File: config.mk
export PLATFORM = sky130hd
export DESIGN_NAME = soc_glip_dii_framer
export DESIGN_NICKNAME = d
export VERILOG_FILES = /design/src/rtl/soc_glip_dii_framer.sv
export SDC_FILE = /design/constraint.sdc
export NUM_CORES = 1
export LEC_CHECK = 0
export CORE_MARGIN = 4
export CORE_UTILIZATION = 45
export CTS_BUF_LIST = sky130_fd_sc_hd__clkbuf_16
export DETAILED_ROUTE_END_ITERATION = 6
export GPL_TIMING_DRIVEN = 0
export HOLD_SLACK_MARGIN = 0.02
export SLEW_MARGIN = 25
export SYNTH_ARGS = -nofsm -noshare
export SYNTH_HDL_FRONTEND = slang
export SYNTH_SLANG_ARGS = --single-unit
File: constraint.sdc
create_clock -name clk -period 3.3 [get_ports clk]
set_input_delay 0.495 -clock clk [delete_from_list [all_inputs] [get_ports clk]]
set_output_delay 0.495 -clock clk [all_outputs]
set_load 0.02 [all_outputs]
File: src/rtl/soc_glip_dii_framer.sv
// Host-side DII-to-GLIP framer: buffers one complete debug packet, then emits
// a length header word followed by the packet flits. Oversized packets are dropped.
module soc_glip_dii_framer #(
    parameter int unsigned WIDTH       = 16,
    parameter int unsigned MAX_PKT_LEN = 12
) (
    input  logic             clk,
    input  logic             rst,
    input  logic [WIDTH-1:0] in_data,
    input  logic             in_last,
    input  logic             in_valid,
    output logic             in_ready,
    output logic [WIDTH-1:0] out_data,
    output logic             out_valid,
    input  logic             out_ready,
    output logic             overflow_o
);

    localparam int unsigned CNT_W = $clog2(MAX_PKT_LEN + 1);
    localparam logic [CNT_W-1:0] MAX_CNT = CNT_W'(MAX_PKT_LEN);

    localparam logic [1:0] S_FILL = 2'd0;
    localparam logic [1:0] S_DROP = 2'd1;
    localparam logic [1:0] S_HDR  = 2'd2;
    localparam logic [1:0] S_SEND = 2'd3;

    logic [1:0]       state_q, state_d;
    logic [CNT_W-1:0] cnt_q, cnt_d;
    logic [CNT_W-1:0] len_q, len_d;
    logic [CNT_W-1:0] rd_ptr_q, rd_ptr_d;
    logic             ovf_q, ovf_d;
    logic [WIDTH-1:0] buf_q [MAX_PKT_LEN];

    logic in_fire;
    logic out_fire;
    logic buf_we;

    assign in_ready   = (state_q == S_FILL) || (state_q == S_DROP);
    assign out_valid  = (state_q == S_HDR)  || (state_q == S_SEND);
    assign overflow_o = ovf_q;
    assign in_fire    = in_valid && in_ready;
    assign out_fire   = out_valid && out_ready;
    // The flit that would exceed the buffer is never stored.
    assign buf_we     = (state_q == S_FILL) && in_fire && (cnt_q != MAX_CNT);

    always_comb begin
        out_data = '0;
        case (state_q)
            S_HDR:   out_data = WIDTH'(len_q);
            S_SEND:  out_data = buf_q[rd_ptr_q];
            default: out_data = '0;
        endcase
    end

    always_comb begin
        state_d  = state_q;
        cnt_d    = cnt_q;
        len_d    = len_q;
        rd_ptr_d = rd_ptr_q;
        ovf_d    = 1'b0;
        case (state_q)
            S_FILL: begin
                if (in_fire) begin
                    if (cnt_q == MAX_CNT) begin
                        cnt_d = '0;
                        if (in_last) begin
                            ovf_d = 1'b1;
                        end else begin
                            state_d = S_DROP;
                        end
                    end else if (in_last) begin
                        state_d = S_HDR;
                        len_d   = cnt_q + 1'b1;
                        cnt_d   = cnt_q + 1'b1;
                    end else begin
                        cnt_d = cnt_q + 1'b1;
                    end
                end
            end
            S_DROP: begin
                if (in_fire && in_last) begin
                    state_d = S_FILL;
                    ovf_d   = 1'b1;
                    cnt_d   = '0;
                end
            end
            S_HDR: begin
                if (out_fire) begin
                    state_d  = S_SEND;
                    rd_ptr_d = '0;
                end
            end
            default: begin
                if (out_fire) begin
                    if (rd_ptr_q == len_q - 1'b1) begin
                        state_d = S_FILL;
                        cnt_d   = '0;
                    end else begin
                        rd_ptr_d = rd_ptr_q + 1'b1;
                    end
                end
            end
        endcase
    end

    always_ff @(posedge clk) begin
        if (rst) begin
            state_q  <= S_FILL;
            cnt_q    <= '0;
            len_q    <= '0;
            rd_ptr_q <= '0;
            ovf_q    <= 1'b0;
        end else begin
            state_q  <= state_d;
            cnt_q    <= cnt_d;
            len_q    <= len_d;
            rd_ptr_q <= rd_ptr_d;
            ovf_q    <= ovf_d;
        end
    end

    always_ff @(posedge clk) begin
        if (buf_we) begin
            buf_q[cnt_q] <= in_data;
        end
    end

endmodule

=== Word-level counts from Yosys, hierarchy flattened ===
Memory sizes are Yosys's and may differ from the RTL's. A register that Yosys moved wholly into a read port is not among the register bits.
Cells that the tools add are included.
Widths: inputs -> output; s select.

* Flip-flop bits (word level): 15
* Memory bits (writable): 192
* Bits of input ports: 21
* Output and inout bits: 19
* Logic and storage cells: 69
* Memories: 1

* $add $sub $neg: 3
* Equality and inequality tests: 12
* Muxes and demuxes: 29
* Bitwise operators: 3
* Reduce and logical (&&, ||, !) cells: 16

{| class="wikitable"
|+ Memory list
! memory !! words !! bits a word !! rd ports !! clocked after memory_dff !! wr ports !! RTL line !! text
|-
| buf_q || 12 || 16 || 1 || 1 || 1 || 32 || <nowiki>logic [WIDTH-1:0] buf_q [MAX_PKT_LEN];</nowiki>
|}

{| class="wikitable"
|+ Operators by type and width
! cell !! number
|-
| $mux 4 || 10
|-
| $pmux 16 s2 || 1
|-
| $mux 2 || 8
|-
| $pmux 4 s3 || 1
|-
| $add 4x1->4 const B || 2
|-
| $pmux 4 s2 || 1
|-
| $reduce_and 7->1 || 1
|-
| $mux 1 || 6
|-
| $ne 2x2->1 const B || 3
|-
| $pmux 2 s3 || 1
|-
| $reduce_bool 3->1 || 2
|-
| $logic_and 1x1->1 || 5
|-
| $reduce_and 5->1 || 1
|-
| $eq 2x2->1 const B || 2
|-
| $eq 4x4->1 || 1
|-
| $eq 4x4->1 const B || 1
|-
| $ne 4x4->1 const B || 1
|-
| $reduce_and 4->1 || 1
|-
| $reduce_bool 4->1 || 1
|-
| $sub 4x1->4 const B || 1
|-
| $ne 3x2->1 const B || 1
|-
| $ne 3x3->1 const B || 1
|-
| $not 1->1 || 3
|-
| $reduce_and 3->1 || 1
|-
| 6 further kinds || 7
|}

=== Depth between registers and ports, before layout ===
Gate-level depths: netlist of run 1.

* Word-level depth: 7
* Gate-level depth with buffers: 7
* Gate-level depth less buffers: 7

=== Worst setup path after synthesis of run 1 ===
OpenSTA, ideal clock, no wires.

* Path kind: reg-to-reg
* Start: register cnt_q[0]
* End: memory buf_q[11][0], enable pin
* Library setup time: 0.388 ns
* Data arrival time: 1.920 ns
* Slack: 0.992 ns
* Stages on the path, launching flop included: 7
* Buffers on the path: 0
* Cell sequence: dfxtp_1 > inv_1 > ha_1 > a31o_2 > nor2_1 > nand2_1 > nor2_1

* Longest elaborated chain between the ends: 4

{| class="wikitable"
|+ Ends and longest elaborated chain
! what !! RTL line !! text
|-
| from (decl) || 28 || <nowiki>logic [CNT_W-1:0] cnt_q, cnt_d;</nowiki>
|-
| from (signal assigned) || 115 || <nowiki>cnt_q <= cnt_d;</nowiki>
|-
| $ne 4x4->1 || 44 || <nowiki>assign buf_we = (state_q == S_FILL) && in_fire && (cnt_q != MAX_CNT);</nowiki>
|-
| $logic_and 1x1->1 || 44 ||
|-
| $mux 1 || 123 || <nowiki>if (buf_we) begin</nowiki>
|-
| $mux 1 (implied by the code) || 124 || <nowiki>buf_q[cnt_q] <= in_data;</nowiki>
|-
| to (decl) || 32 ||
|}

Several ways; a longest one is shown, not always the timed one.

==> results of run 1 <==
## synth_stat cells, types with 4 or more instances
master	instances
nand3_1	8
o211ai_1	4
mux4_2	48
a21oi_1	25
nand2_1	18
mux2i_1	16
edfxtp_1	192
nor2_1	43
nor3_1	4
ha_1	6
and2_1	11
dfxtp_1	19
inv_1	7
clkbuf_1	8
buf_2	11
o21ai_0	8
## layer usage
metal | vias to the layer above | share of wire (%) | GRT usage, % | routed length (µm)
li1 | 1970 | - | - | -
met1 | 2203 | 44 | 25.80 | 7813
met3 | 13 | 6.0 | 2.760 | 1056
met5 | - | 0 | 0 | 0
met2 | 108 | 49 | 28.13 | 8581
met4 | 0 | 0.82 | 3.240 | 145
## worst min path at each step
stage / start / end / slack (ns) / cells after the start
after detailed placement: len_q[3] / len_q[3] / 0.48 / 2
final: len_q[3] / len_q[3] / 0.49 / 2
after global routing: len_q[3] / len_q[3] / 0.52 / 2
after CTS: len_q[3] / len_q[3] / 0.49 / 2
after global placement: len_q[3] / len_q[3] / 0.48 / 2
after floorplan: len_q[3] / len_q[3] / 0.46 / 2
## state kept, by name (all words and copies together) (netlist names), named ones only
register	cells
cnt_q	4
overflow_o	1
state_q	2
len_q	4
buf_q	192
rd_ptr_q	4
## final cells by class
type / count / area [µm²]
fill: 1413 / 8265
sequential: 211 / 6148
multi-input combinational: 222 / 2167
clock buffer: 23 / 575.6
timing repair buffer: 39 / 410.4
tap: 229 / 286.5
clock inverter: 19 / 167.7
buffer: 21 / 157.7
inverter: 8 / 30.03
## per-stage QoR
step                      std cells  utilization [%]  setup WS, ns
final                           772            54.61        0.1576
after global routing            772            54.61       0.02396
after CTS                       772            54.29     -0.001668
after detailed placement        731            50.11        0.2328
after global placement          731            50.01       -0.1752
after floorplan                 463                -        0.9920
## what timing repair did
action,CTS,global route
endpoints found under the setup margin,16,12
pin swaps,0,0
endpoints found under the hold margin,0,0
resized for setup,12,17
hold buffers,0,0
## worst max-delay path: cells and delay by family (launching register included)
family,cells,cell delay (ns)
AOI/OAI and AO/OA,1,0.19
buffers and inverters,2,0.72
DFF,1,0.39
muxes,2,0.71
and+or+nand+nor,2,0.12
## power by group
group          total, mW  internal, mW  switching [mW]  leakage (nW)
registers           2.97          2.96          0.0144          1.89
clock network       2.50          1.50           0.993         0.364
logic              0.219        0.0866           0.132          1.02
total               5.69          4.55            1.14          3.28
## logic make-up after synthesis
| logic type | count (synthesis) | synth area share, % |
|---|---|---|
| DFF | 211 | 72.91 |
| and+or+nand+nor | 97 | 5.433 |
| muxes | 65 | 14.90 |
| AOI/OAI and AO/OA | 48 | 3.370 |
| buffers and inverters | 30 | 1.677 |
| xor gates and xnor gates | 6 | 0.8164 |
| adders and majority gates | 6 | 0.8906 |
==> impl_results.md, run 1 <==
* Run status: finished, final reports clean
* Clock tree from TritonCTS: yes
* Post-route total power at 5.687 mW
* IO buf count at 39
* Insertion delay of the later-clocked pin in the worst-skew pair at 0.49 ns
* Crit share post-route at 95.22%
* Max_slew headroom at 30.21%
* Ant. Diodes at 0
* Critical path startpoint category: flop
* Highest fanout seen on the critical path at 10
* Total routing usage reported by global routing at 17.47%
* Fin Setup TNS at 0 ns
* Initial Util at 46.29%
* Routed length per placed instance at 22.79 µm
* Vias/cell at 5.562
* Number of library cell types mapped by synthesis at 39
* Sequence of cells on the critical path: buf_12, mux4_2, mux2i_1, nor2_1, a21oi_1, nor2_1, clkdlybuf4s50_1
* Worst reg-to-reg setup slack at 0.43 ns
* Area leader, netlist: edfxtp_1
* Most used cell, CP: nor2_1
* Launch point of the worst reg-to-reg path: cnt_q[0]
* Clock-pin slew of the registers on the worst-case setup and hold paths at 0.06 ns
* Static Leak at 3.277 nW
* Worst setup endpoint: out_data[10]
* Class of the tightest hold or removal check: reg -> reg
* Post-synth EDFFs at 192
* Data required time of the worst path at 2.80 ns
* Number of standard cells after synthesis at 463
* CTS Sinks at 211
* Cell types occupying the most area after synthesis: edfxtp_1 68%, mux4_2 13%, dfxtp_1 4.5%
* Final net count at 553
* Final Hold Viols at 0
* Final worst hold slack at 0.4899 ns
* Worst supply voltage drop on vdd at 357.2 µV
* Number of global-route vias before repair at 4450
* DP Area at 0.009124 mm²
* Register bit total from synthesis at 211
* Most used flip-flop cell after synthesis: edfxtp_1
* Layout cells sized above 1 at 21.36%
* Width of the die at 144.9 µm
* Data arrival time of the critical path at 2.65 ns
* Post-synthesis instance area at 0.008429 mm²
* Pwr dens at 572.0 mW/mm²
* Delay contributed by the slowest stage of the critical path at 0.54 ns
* Maximum number of pins on one net before global-route repair at 17
* Post-Route WL at 17600 µm
* Synthesized area per cell at 18.21 µm²
* Maxcap violations at 0
* Clock buffer depth at 3
* Die height at 144.9 µm
* Area growth, synth to finish at 17.96%
* Tightest Pin Transition at 1.047 ns
* Number of cells on the worst reg-to-reg path at 7
* Number of levels in the clock H-tree at 1
* Cell at the root of the clock tree: clkbuf_16
* Leading cell type in the layout, fill and taps excluded: edfxtp_1
* Fin. max-slew vios at 0
* Number of rows in the core area at 49
* Core area at 0.01821 mm²
* CP Class: reg -> out
* Endpoint of the worst register-to-register path: buf_q[9][14]
* Iter 0 DRT Violations at 268
* Leading cell types in the layout, fill and taps excluded: 192 x edfxtp_1, 48 x mux4_2, 41 x nor2_1
* Sequential area share after synthesis at 72.91%
* Yosys top cell area share at 68.40%
* Critical Path Slowest Stage Cell: clkdlybuf4s50_1
* Post-Syn Nets at 490
* Synth async-reset ratio at 0%
* Crit path capture type: output port
* Gr ovfl total at 0
* Final critical path time including I/O delays and setup at 3.142 ns
* Peak clock frequency supported by timing at 318.2 MHz
* Count of vias placed by the detailed router at 4294
* Detailed-router iteration count before antenna repair at 4
* RSZ-0062 raised after global routing: no
* Final setup violation count at 0
* Remaining design rule violation count at 0
* Top-level port count at 40
* First-pass GRT wire length at 27030 µm
* Post-route ant nets at 0
* HPWL after detailed placement at 10600 µm
* Number of antenna violations at the first check in global routing at 0
* RD Place Congestion at 0.8187
* Number of clock buffers inserted by TritonCTS at 23
* Buffers inserted by post-CTS timing repair at 0
* Ys Warns at 0
* Skew final at 0.009486 ns
* Post-route standard cell area excluding fillers at 0.009943 mm²
* Die area at 0.02099 mm²
Note: power is estimated with default switching activity, not from simulation.
==> inputs of run 2 (changes only) <==
--- a/config.mk
+++ b/config.mk
@@ -6,7 +6,7 @@
 export NUM_CORES = 1
 export LEC_CHECK = 0
 export CORE_MARGIN = 4
-export CORE_UTILIZATION = 45
+export CORE_UTILIZATION = 40
 export CTS_BUF_LIST = sky130_fd_sc_hd__clkbuf_16
 export DETAILED_ROUTE_END_ITERATION = 6
 export GPL_TIMING_DRIVEN = 0
==> impl_results.md, run 2 (same netlist as run 1, synthesis figures left out) <==
* Initial Util at 41.13%
* Post-Route WL at 17840 µm
* Fin. max-slew vios at 0
* Max_slew headroom at 29.97%
* Worst supply voltage drop on vdd at 369.1 µV
* Data required time of the worst path at 2.80 ns
* Die height at 153.2 µm
* Maxcap violations at 0
* Insertion delay of the later-clocked pin in the worst-skew pair at 0.52 ns
* Post-route standard cell area excluding fillers at 0.01002 mm²
* Most used cell, CP: nor2_1
* Clock-pin slew of the registers on the worst-case setup and hold paths at 0.06 ns
* Vias/cell at 5.371
* Number of global-route vias before repair at 4675
* Remaining design rule violation count at 0
* Iter 0 DRT Violations at 329
* Cts-stage hold buffer count at 0
* HPWL after detailed placement at 10860 µm
* Final net count at 554
* RSZ-0062 raised after global routing: no
* Final critical path time including I/O delays and setup at 3.154 ns
* First-pass GRT wire length at 27720 µm
* Area growth, synth to finish at 18.84%
* Class of the tightest hold or removal check: reg -> reg
* Critical path startpoint category: flop
* Number of levels in the clock H-tree at 1
* Count of vias placed by the detailed router at 4367
* Filler Cell Count at 1705
* Leading cell type in the layout, fill and taps excluded: edfxtp_1
* Buffers inserted by post-CTS timing repair at 0
* Final Hold Viols at 0
* Worst setup slack after layout at 0.1461 ns
* Die area at 0.02346 mm²
* Top-level port count at 40
* Crit path capture type: output port
* Skew final at 0.01079 ns
* Layout cells sized above 1 at 20.99%
* Number of flip-flops under the largest register name at 192
* IO buf count at 39
* Number of clock buffers inserted by TritonCTS at 23
* Final setup violation count at 0
* Post-route total power at 5.813 mW
* Static Leak at 3.221 nW
* Core area at 0.02049 mm²
* Run status: finished, final reports clean
* Register containing the most flip-flops in the final layout: buf_q
* Delay contributed by the slowest stage of the critical path at 0.55 ns
* Final worst hold slack at 0.5127 ns
* Total routing usage reported by global routing at 15.47%
* CTS Sinks at 211
* Detailed-router iteration count before antenna repair at 5
* Gr ovfl total at 0
* Sequence of cells on the critical path: buf_8, mux4_2, mux2i_1, nor2_1, a21oi_1, nor2_1, clkdlybuf4s50_1
* Tightest Pin Transition at 1.050 ns
* Clock tree from TritonCTS: yes
* Maximum number of pins on one net before global-route repair at 17
* Crit share post-route at 95.57%
* Critical Path Slowest Stage Cell: clkdlybuf4s50_1
* DP Area at 0.009188 mm²
* Pre-CTS setup slack at 0.2523 ns
* Width of the die at 153.2 µm
* Post-CTS Resized at 16
* CP Class: reg -> out
* Leading cell types in the layout, fill and taps excluded: 192 x edfxtp_1, 48 x mux4_2, 41 x nor2_1
* Data arrival time of the critical path at 2.66 ns
* Cell at the root of the clock tree: clkbuf_16
* RD Place Congestion at 0.7850
* Post-route ant nets at 0
* Peak clock frequency supported by timing at 317.1 MHz
* Clock buffer depth at 3
* Number of rows in the core area at 52
* Ant. Diodes at 0
* Number of antenna violations at the first check in global routing at 0
* Routed length per placed instance at 21.94 µm
* Pwr dens at 580.3 mW/mm²
* Highest fanout seen on the critical path at 10
[run 2: critical path, delay by kind of cell, from the launching register on]
kind / cells / cell delay, ns
AO/OA/AOI/OAI: 1 / 0.14
buffers and inverters: 2 / 0.75
flip-flops: 1 / 0.39
AND/OR/NAND/NOR: 2 / 0.15
multiplexers: 2 / 0.70
[run 2: report_power, final]
| group | internal [mW] | total [mW] | switching, mW |
|---|---|---|---|
| Combinational | 0.0858 | 0.219 | 0.133 |
| Clock | 1.59 | 2.62 | 1.03 |
| Sequential | 2.96 | 2.97 | 0.0138 |
| Total | 4.63 | 5.81 | 1.18 |
[run 2: final timing paths]
kind / slack [ns] / end / start / depth (start not counted)
min reg2reg: 0.51 / len_q[3] / len_q[3] / 2
min: 0.51 / len_q[3] / len_q[3] / 2
max reg2reg: 0.49 / buf_q[8][5] / cnt_q[0] / 7
max: 0.15 / out_data[14] / flop / 7
[run 2: cell type report]
class	count	area, µm²	share of cell area [%]
timing repair buffer	40	404.1	4.034
clock inverter	18	201.4	2.011
tap	270	337.8	3.372
sequential	211	6148	61.38
inverter	8	30.03	0.2998
clock buffer	23	575.6	5.746
buffer	21	156.4	1.561
multi-input combinational	222	2163	21.60
[run 2: per-stage QoR]
step / utilization, % / setup TNS (ns) / std cells
global placement: 44.68 / -2.801 / 772
finish: 48.88 / 0 / 813
floorplan: - / 0 / 463
global route: 48.88 / 0 / 813
detailed placement: 44.83 / 0 / 773
CTS: 48.68 / -0.03429 / 813
[run 2: layer usage]
layer  vias up  GRT usage, %  part of all wire, %
met2       107         26.77                   52
met5         -             0                    0
met1      2277         20.74                   42
met4         0         3.479                  1.4
li1       1960             -                    -
met3        23         2.488                  4.8
==> inputs of run 3 (changes only) <==
--- a/config.mk
+++ b/config.mk
@@ -5,12 +5,13 @@
 export SDC_FILE = /design/constraint.sdc
 export NUM_CORES = 1
 export LEC_CHECK = 0
+export CORE_ASPECT_RATIO = 2
 export CORE_MARGIN = 4
 export CORE_UTILIZATION = 40
 export CTS_BUF_LIST = sky130_fd_sc_hd__clkbuf_16
 export DETAILED_ROUTE_END_ITERATION = 6
 export GPL_TIMING_DRIVEN = 0
-export HOLD_SLACK_MARGIN = 0.02
+export HOLD_SLACK_MARGIN = 0.06
 export SLEW_MARGIN = 25
 export SYNTH_ARGS = -nofsm -noshare
 export SYNTH_HDL_FRONTEND = slang
==> impl_results.md, run 3 (same netlist as run 1, synthesis figures left out) <==
* Skew final at 0.01062 ns
* Leading cell type in the layout, fill and taps excluded: edfxtp_1
* Number of rows in the core area at 74
* Worst reg-to-reg setup slack at 0.70 ns
* Hold Path End: rd_ptr_q[3]
* Clock buffer depth at 3
* Post-route total power at 5.433 mW
* Crit path capture type: output port
* Number of levels in the clock H-tree at 1
* Clock tree from TritonCTS: yes
* Critical Path Slowest Stage Cell: mux4_2
* Delay contributed by the slowest stage of the critical path at 0.54 ns
* Layout cells sized above 1 at 21.20%
* Number of global-route vias before repair at 4682
* Number of cells on the worst reg-to-reg path at 7
* First-pass GRT wire length at 28550 µm
* CP Class: reg -> out
* Max_slew headroom at 29.45%
* Launch point of the worst reg-to-reg path: cnt_q[0]
* Die area at 0.02360 mm²
* Insertion delay of the later-clocked pin in the worst-skew pair at 0.47 ns
* Total routing usage reported by global routing at 15.98%
* Critical path startpoint category: flop
* Initial Util at 41.01%
* CTS Sinks at 211
* Post-route standard cell area excluding fillers at 0.009857 mm²
* Data required time of the worst path at 2.80 ns
* Remaining design rule violation count at 0
* Detailed-router iteration count before antenna repair at 4
* Final setup violation count at 0
* Tightest Pin Transition at 1.058 ns
* Cell at the root of the clock tree: clkbuf_16
* Iter 0 DRT Violations at 340
* Class of the tightest hold or removal check: reg -> reg
* RD Place Congestion at 0.8356
* Crit share post-route at 95.72%
* Worst setup slack after layout at 0.1411 ns
* Final net count at 550
* Filler Cell Count at 1783
* Worst supply voltage drop on vdd at 408.4 µV
* Number of antenna violations at the first check in global routing at 0
* Width of the die at 110.7 µm
* RSZ-0062 raised after global routing: no
* Final critical path time including I/O delays and setup at 3.159 ns
* Core area at 0.02055 mm²
* Area growth, synth to finish at 16.94%
* Worst Hold Path Cells at 2
* DP Area at 0.009184 mm²
* Ant. Diodes at 0
* Sequence of cells on the critical path: buf_8, buf_8, mux4_2, nand2_1, o211ai_1, o21ai_0, nor2_1, clkdlybuf4s50_1
* Count of vias placed by the detailed router at 4338
* Most used cell, CP: buf_8
* Run status: finished, final reports clean
* Die height at 213.3 µm
* Register containing the most flip-flops in the final layout: buf_q
* IO buf count at 39
* Endpoint of the worst register-to-register path: buf_q[8][13]
* Cts-stage hold buffer count at 0
* Pre-CTS setup slack at 0.2313 ns
* Peak clock frequency supported by timing at 316.6 MHz
* Post-route ant nets at 0
* Top-level port count at 40
* HPWL after detailed placement at 12120 µm
* Number of clock buffers inserted by TritonCTS at 19
* Post-Route WL at 18880 µm
* Non-Filler Instances at 799
* Vias/cell at 5.429
* Leading cell types in the layout, fill and taps excluded: 192 x edfxtp_1, 48 x mux4_2, 41 x nor2_1
* Gr ovfl total at 0
* Hold Crit Start: rd_ptr_q[3]
* Final Hold Viols at 0
* Clock-pin slew of the registers on the worst-case setup and hold paths at 0.06 ns
* Data arrival time of the critical path at 2.66 ns
* Highest fanout seen on the critical path at 10
* Routed length per placed instance at 23.63 µm
* Number of flip-flops under the largest register name at 192
* Buffers and inverters on the worst path at 3
* Largest delay contributor family on the critical path: buffers and inverters
* Maxcap violations at 0
* Fin. max-slew vios at 0
* Pwr dens at 551.2 mW/mm²
* Placed cell count at 769
* Maximum number of pins on one net before global-route repair at 19
* Static Leak at 3.153 nW
## run 3: stage by stage
step           TNS (ns)  hold WS, ns  util (%)
3_3_place_gp     -3.295       0.5039     44.53
4_1_cts         -0.1128       0.5112     47.77
3_5_place_dp          0       0.5028     44.68
2_1_floorplan         0       0.4575         -
5_1_grt               0       0.5443     47.95
6_report              0       0.5102     47.95
## run 3: area by class of cell
cell class | instances | area, µm² | area share, %
buffer | 21 | 142.6 | 1.447
clock buffer | 19 | 475.5 | 4.824
clock inverter | 12 | 151.4 | 1.536
inverter | 8 | 30.03 | 0.3046
multi-input combinational | 222 | 2167 | 21.99
sequential | 211 | 6148 | 62.38
tap | 266 | 332.8 | 3.376
timing repair buffer | 40 | 409.1 | 4.151
## run 3: layer usage
metal	global-route usage (%)	part of all wire (%)	up-vias
li1	-	-	1954
met2	30.89	57	90
met4	4.974	2.6	0
met3	1.815	3.1	25
met5	0	0	-
met1	18.34	37	2269
## run 3: what timing repair did
action,4_1_cts,5_1_grt
setup buffers,0,0
gates resized for setup,10,14
setup endpoints to repair,16,14
pin swaps,0,0
## run 3: report_power, final
group          total [mW]  switching, mW  internal, mW
Clock                2.23          0.938          1.30
Combinational       0.228          0.140        0.0880
Sequential           2.97         0.0154          2.96
## run 3: worst reg2reg max path, stage by stage, from the launching register on
cell     delay [ns]
dfxtp_1        0.44
inv_1          0.11
ha_1           0.28
a31o_2         0.29
nor2_1         0.19
nand2_1        0.15
nor2_1         0.20
and2_2         0.56
## run 3: how the worst max path moves through the flow
stage	cells after the start	startpoint	to	slack, ns
after detailed placement	8	flop	out_data[8]	0.23
after CTS	7	flop	out_data[8]	-0.05
after floorplan	6	cnt_q[0]	buf_q[11][0]	0.99
final	8	flop	out_data[1]	0.14
after global routing	8	flop	out_data[1]	0.008
after global placement	4	in_valid	buf_q[3][11]	-0.20
==> RTL edit 1, RTL diff (config.mk and constraints of run 1) <==
Reset style: asynchronous (`rst`), changed in one clocked block.
--- a/src/rtl/soc_glip_dii_framer.sv
+++ b/src/rtl/soc_glip_dii_framer.sv
@@ -104,5 +104,5 @@
     end
 
-    always_ff @(posedge clk) begin
+    always_ff @(posedge clk or posedge rst) begin
         if (rst) begin
             state_q  <= S_FILL;
Function: differs if rst is asserted again (counterexample within 4 cycles, from zero or initial values and one cycle with rst high); with rst held inactive, the same outputs for 4 cycles.
==> RTL edit 1 against run 1 <==
Design area shrank 1.3%. Synthesized area is essentially flat. Wire length grew 3.0%. Sequential cell count shrank 4. Cell count shrank 3.5%. Die area is essentially flat. Worst setup slack lost 0.069 ns. Critical endpoint is now out_data[8]. Largest cell class unchanged. Highest routed layer unchanged.
Power is not compared: it rests on default switching activity, and its combinational part moved more than twofold at a synthesized area within 25%.
==> RTL edit 1: results (changes against run 1) <==
gate count of the mapped netlist=441 (-4.8%); detailed placement HPWL=10,700 um (+1.1%); number of vias per cell after detailed routing=5.80 (+4.3%); end of the worst register-to-register path=buf_q[0][14]$_DFFE_PP_; depth of the most critical reg-to-reg path=3 (-4); leading cell types by count after synthesis=edfxtp_1, mux4_2, mux2i_1, nor2_1; proportion of cell area occupied by registers=62.6% (+0.74 points); run status=finished clean; instance area at placement=9140 sq um (+0.22%); register area share after synthesis=72.8% (-0.081 points); detailed-routed wire length on met2=9060 um (+5.6%); global-route met3 utilization=3.38% (+0.62 points); met1 routing resource usage after global routing=25.4% (-0.37 points); first-pass GRT wire length=27,600 um (+2.1%); arrival time of data at the critical path endpoint=2.72 ns (+0.07 ns); Max stage delay cell, worst path=mux4_2; worst slack at placement=-0.0758 ns (-0.309 ns); post-route cell area=9810 sq um (-1.3%); sum of met3 wire segment lengths after detailed routing=1060 um (+0.57%); # fillers=1,414 (+0.071%); number of nets in the synthesized netlist=468 (-4.5%); Layout clock buffers=22 (-4.3%); GRT Util Overall=18.1% (+0.59 points); non-clock inverter instance count of the final layout=14 (+6); Routability Congestion=0.841 (+2.7%); post-detailed-routing wire length=18,100 um (+3.0%); cell types with the largest area share after synthesis=edfxtp_1, mux4_2, dfrtp_1, mux2i_1, mux2_2; worst-case register-to-register setup slack=0.88 ns (+0.45 ns); Unique masters post-synth=44 (+13%); gate family responsible for the most delay along the worst path=multiplexers; vias in the first global route=4,367 (-1.9%); met1 layer wirelength in the final routing=7690 um (-1.5%); Synth Register Bits=207 (-1.9%)
RTL edit 1: cell types whose count changed after synthesis, moves of 5 or more:
cell / change
mux2_2: +13
dfxtp_1: -19
inv_1: +6
a21oi_1: -22
dfrtp_1: +15
o21ai_1: +8
nor2_1: -24
buf_2: -5
RTL edit 1: worst register-to-register path, cell delays in order, from the launching register on:
cell,delay (ns)
dfrtp_1,0.35
clkbuf_1,0.21
nor4_1,0.60
and2_1,0.87
RTL edit 1: cell families after synthesis:
family                     synth area share [%]
adders and majority gates                 0.890
AOI/OAI and AO/OA                          3.19
and+or+nand+nor                            3.68
buffers and inverters                      2.36
muxes                                      16.1
DFF                                        72.8
xor gates and xnor gates                  0.920
RTL edit 1: stage by stage:
step	util [%]	total power [W]	hold WS [ns]
after floorplan	-	0.00487	0.396
after global placement	50.0	0.00576	0.553
after detailed placement	50.2	0.00580	0.556
after CTS	53.9	0.00792	0.392
after global routing	53.9	0.00823	0.437
final	53.9	0.00785	0.379
==> RTL edit 2, RTL diff (flow settings as in run 1) <==
Made on the original files. The parameter `MAX_PKT_LEN` goes from 12 to 13.
--- a/src/rtl/soc_glip_dii_framer.sv
+++ b/src/rtl/soc_glip_dii_framer.sv
@@ -3,5 +3,5 @@
 module soc_glip_dii_framer #(
     parameter int unsigned WIDTH       = 16,
-    parameter int unsigned MAX_PKT_LEN = 12
+    parameter int unsigned MAX_PKT_LEN = 13
 ) (
     input  logic             clk,
Formal check against the unedited RTL: no difference found for any inputs over 4 cycles, from zero or initial values and one cycle with rst high; that may be too few to reach the edited logic, so the function may still have changed.
==> RTL edit 2 against run 1 <==
Worst setup slack got worse by 0.054 ns. Wire length rose by 5.2%. Global-route usage fell by 0.49 points. Power rose by 3.5%. Sequential cell count rose by 16. Design area rose by 5.9%. Synthesized area rose by 6.8%. Sequential power rose by 7.4%. Hold slack got worse by 0.051 ns. Critical path type unchanged.
==> RTL edit 2: results (changes against run 1) <==
cell types with the largest area share after synthesis=edfxtp_1, mux4_2, dfxtp_1, ha_1, nor2b_1; relative area of non-clock buffer cells in the final design=5.22% (-0.50 points); met1 layer wirelength in the final routing=8260 um (+5.7%); non-clock inverter instance count of the final layout=9 (+1); static leakage=3.36 nW (+2.5%); number of vias after detailed routing=4,475 (+4.2%); nets@finish=548 (-0.90%); multi-input gates=199 (-10%); Routability Congestion=0.819 (about the same); gate count of the mapped netlist=458 (-1.1%); post-detailed-routing wire length=18,500 um (+5.2%); detailed-routed wire length on met2=9110 um (+6.1%); number of vias per cell after detailed routing=5.59 (+0.44%); topmost layer with routed signal wires=met5; GRT Util Overall=17.0% (-0.49 points); detailed placement HPWL=11,200 um (+5.6%); worst vdd ir=320 uV (-10%); number of synthesized flops with an enable pin=208 (+8.3%); Unique masters post-synth=38 (-2.6%); register area share after synthesis=73.6% (+0.68 points); non-clock buffer count in the final layout=61 (+1.7%); Internal Pwr Total=0.00475 W (+4.5%); sequential logic power=0.00319 W (+7.4%); flip-flop and latch area=6630 sq um (+7.9%); arrival time of data at the critical path endpoint=2.70 ns (+0.05 ns); run status=finished clean; # fillers=1,549 (+9.6%); vias in the first global route=4,735 (+6.4%); number of antenna violations at the first check in global routing=1 (+1); class of the worst hold path=primary input to flop; sum of met3 wire segment lengths after detailed routing=903 um (-14%); fraction of layout cells with a size suffix above 1=22.8% (+1.4 points); total area of multi-input combinational cells=2260 sq um (+4.4%); number of nets in the synthesized netlist=485 (-1.0%); Inst Count DP=762 (+4.2%); Iteration-0 DRC Markers=367 (+37%); part of the power in combinational logic=3.6% (-0.2 points)
-- RTL edit 2: per-stage QoR --
step	power [W]	cell area [sq um]	setup WS [ns]	setup TNS (ns)
after floorplan	0.00336	9000	0.718	0
after global placement	0.00345	9710	-1.00	-18.33
after detailed placement	0.00346	9740	-0.234	-2.50
after CTS	0.00594	10500	0.000144	0
after global routing	0.00610	10500	0.0115	0
final	0.00589	10500	0.103	0
-- RTL edit 2: kinds of logic (layout without fill, tap and decap cells) --
family / count (synthesis) / after routing / share of synthesized area [%]
AOI/OAI and AO/OA: 34 / 34 / 2.31
xor gates and xnor gates: 7 / 7 / 0.848
adders and majority gates: 6 / 6 / 0.834
buffers and inverters: 32 / 110 / 1.56
DFF: 227 / 227 / 73.6
muxes: 70 / 70 / 16.2
and+or+nand+nor: 82 / 82 / 4.70
-- RTL edit 2: what timing repair did --
action / CTS / global route
resized for setup: 44 / 3
setup buffers: 0 / 0
endpoints found under the setup margin: 16 / 9
-- RTL edit 2: worst paths after layout --
check / slack (ns) / start / end
worst min register to register: 0.51 / len_q[3]$_SDFFE_PP0P_ / len_q[3]$_SDFFE_PP0P_
worst max register to register: 0.75 / state_q[0]$_SDFFE_PP0P_ / buf_q[11][9]$_DFFE_PP_
worst min-delay path: 0.44 / rst / state_q[1]$_SDFFE_PP0P_
worst max-delay path: 0.10 / flop / out_data[1]
-- RTL edit 2: critical path, cell delays in order, from the launching register on --
cell and delay [ns]:
dfxtp_4 0.39, buf_12 0.17, buf_8 0.18, mux4_2 0.51, mux2_2 0.27, o21ai_1 0.22, o31ai_1 0.11, dlygate4sd2_1 0.33
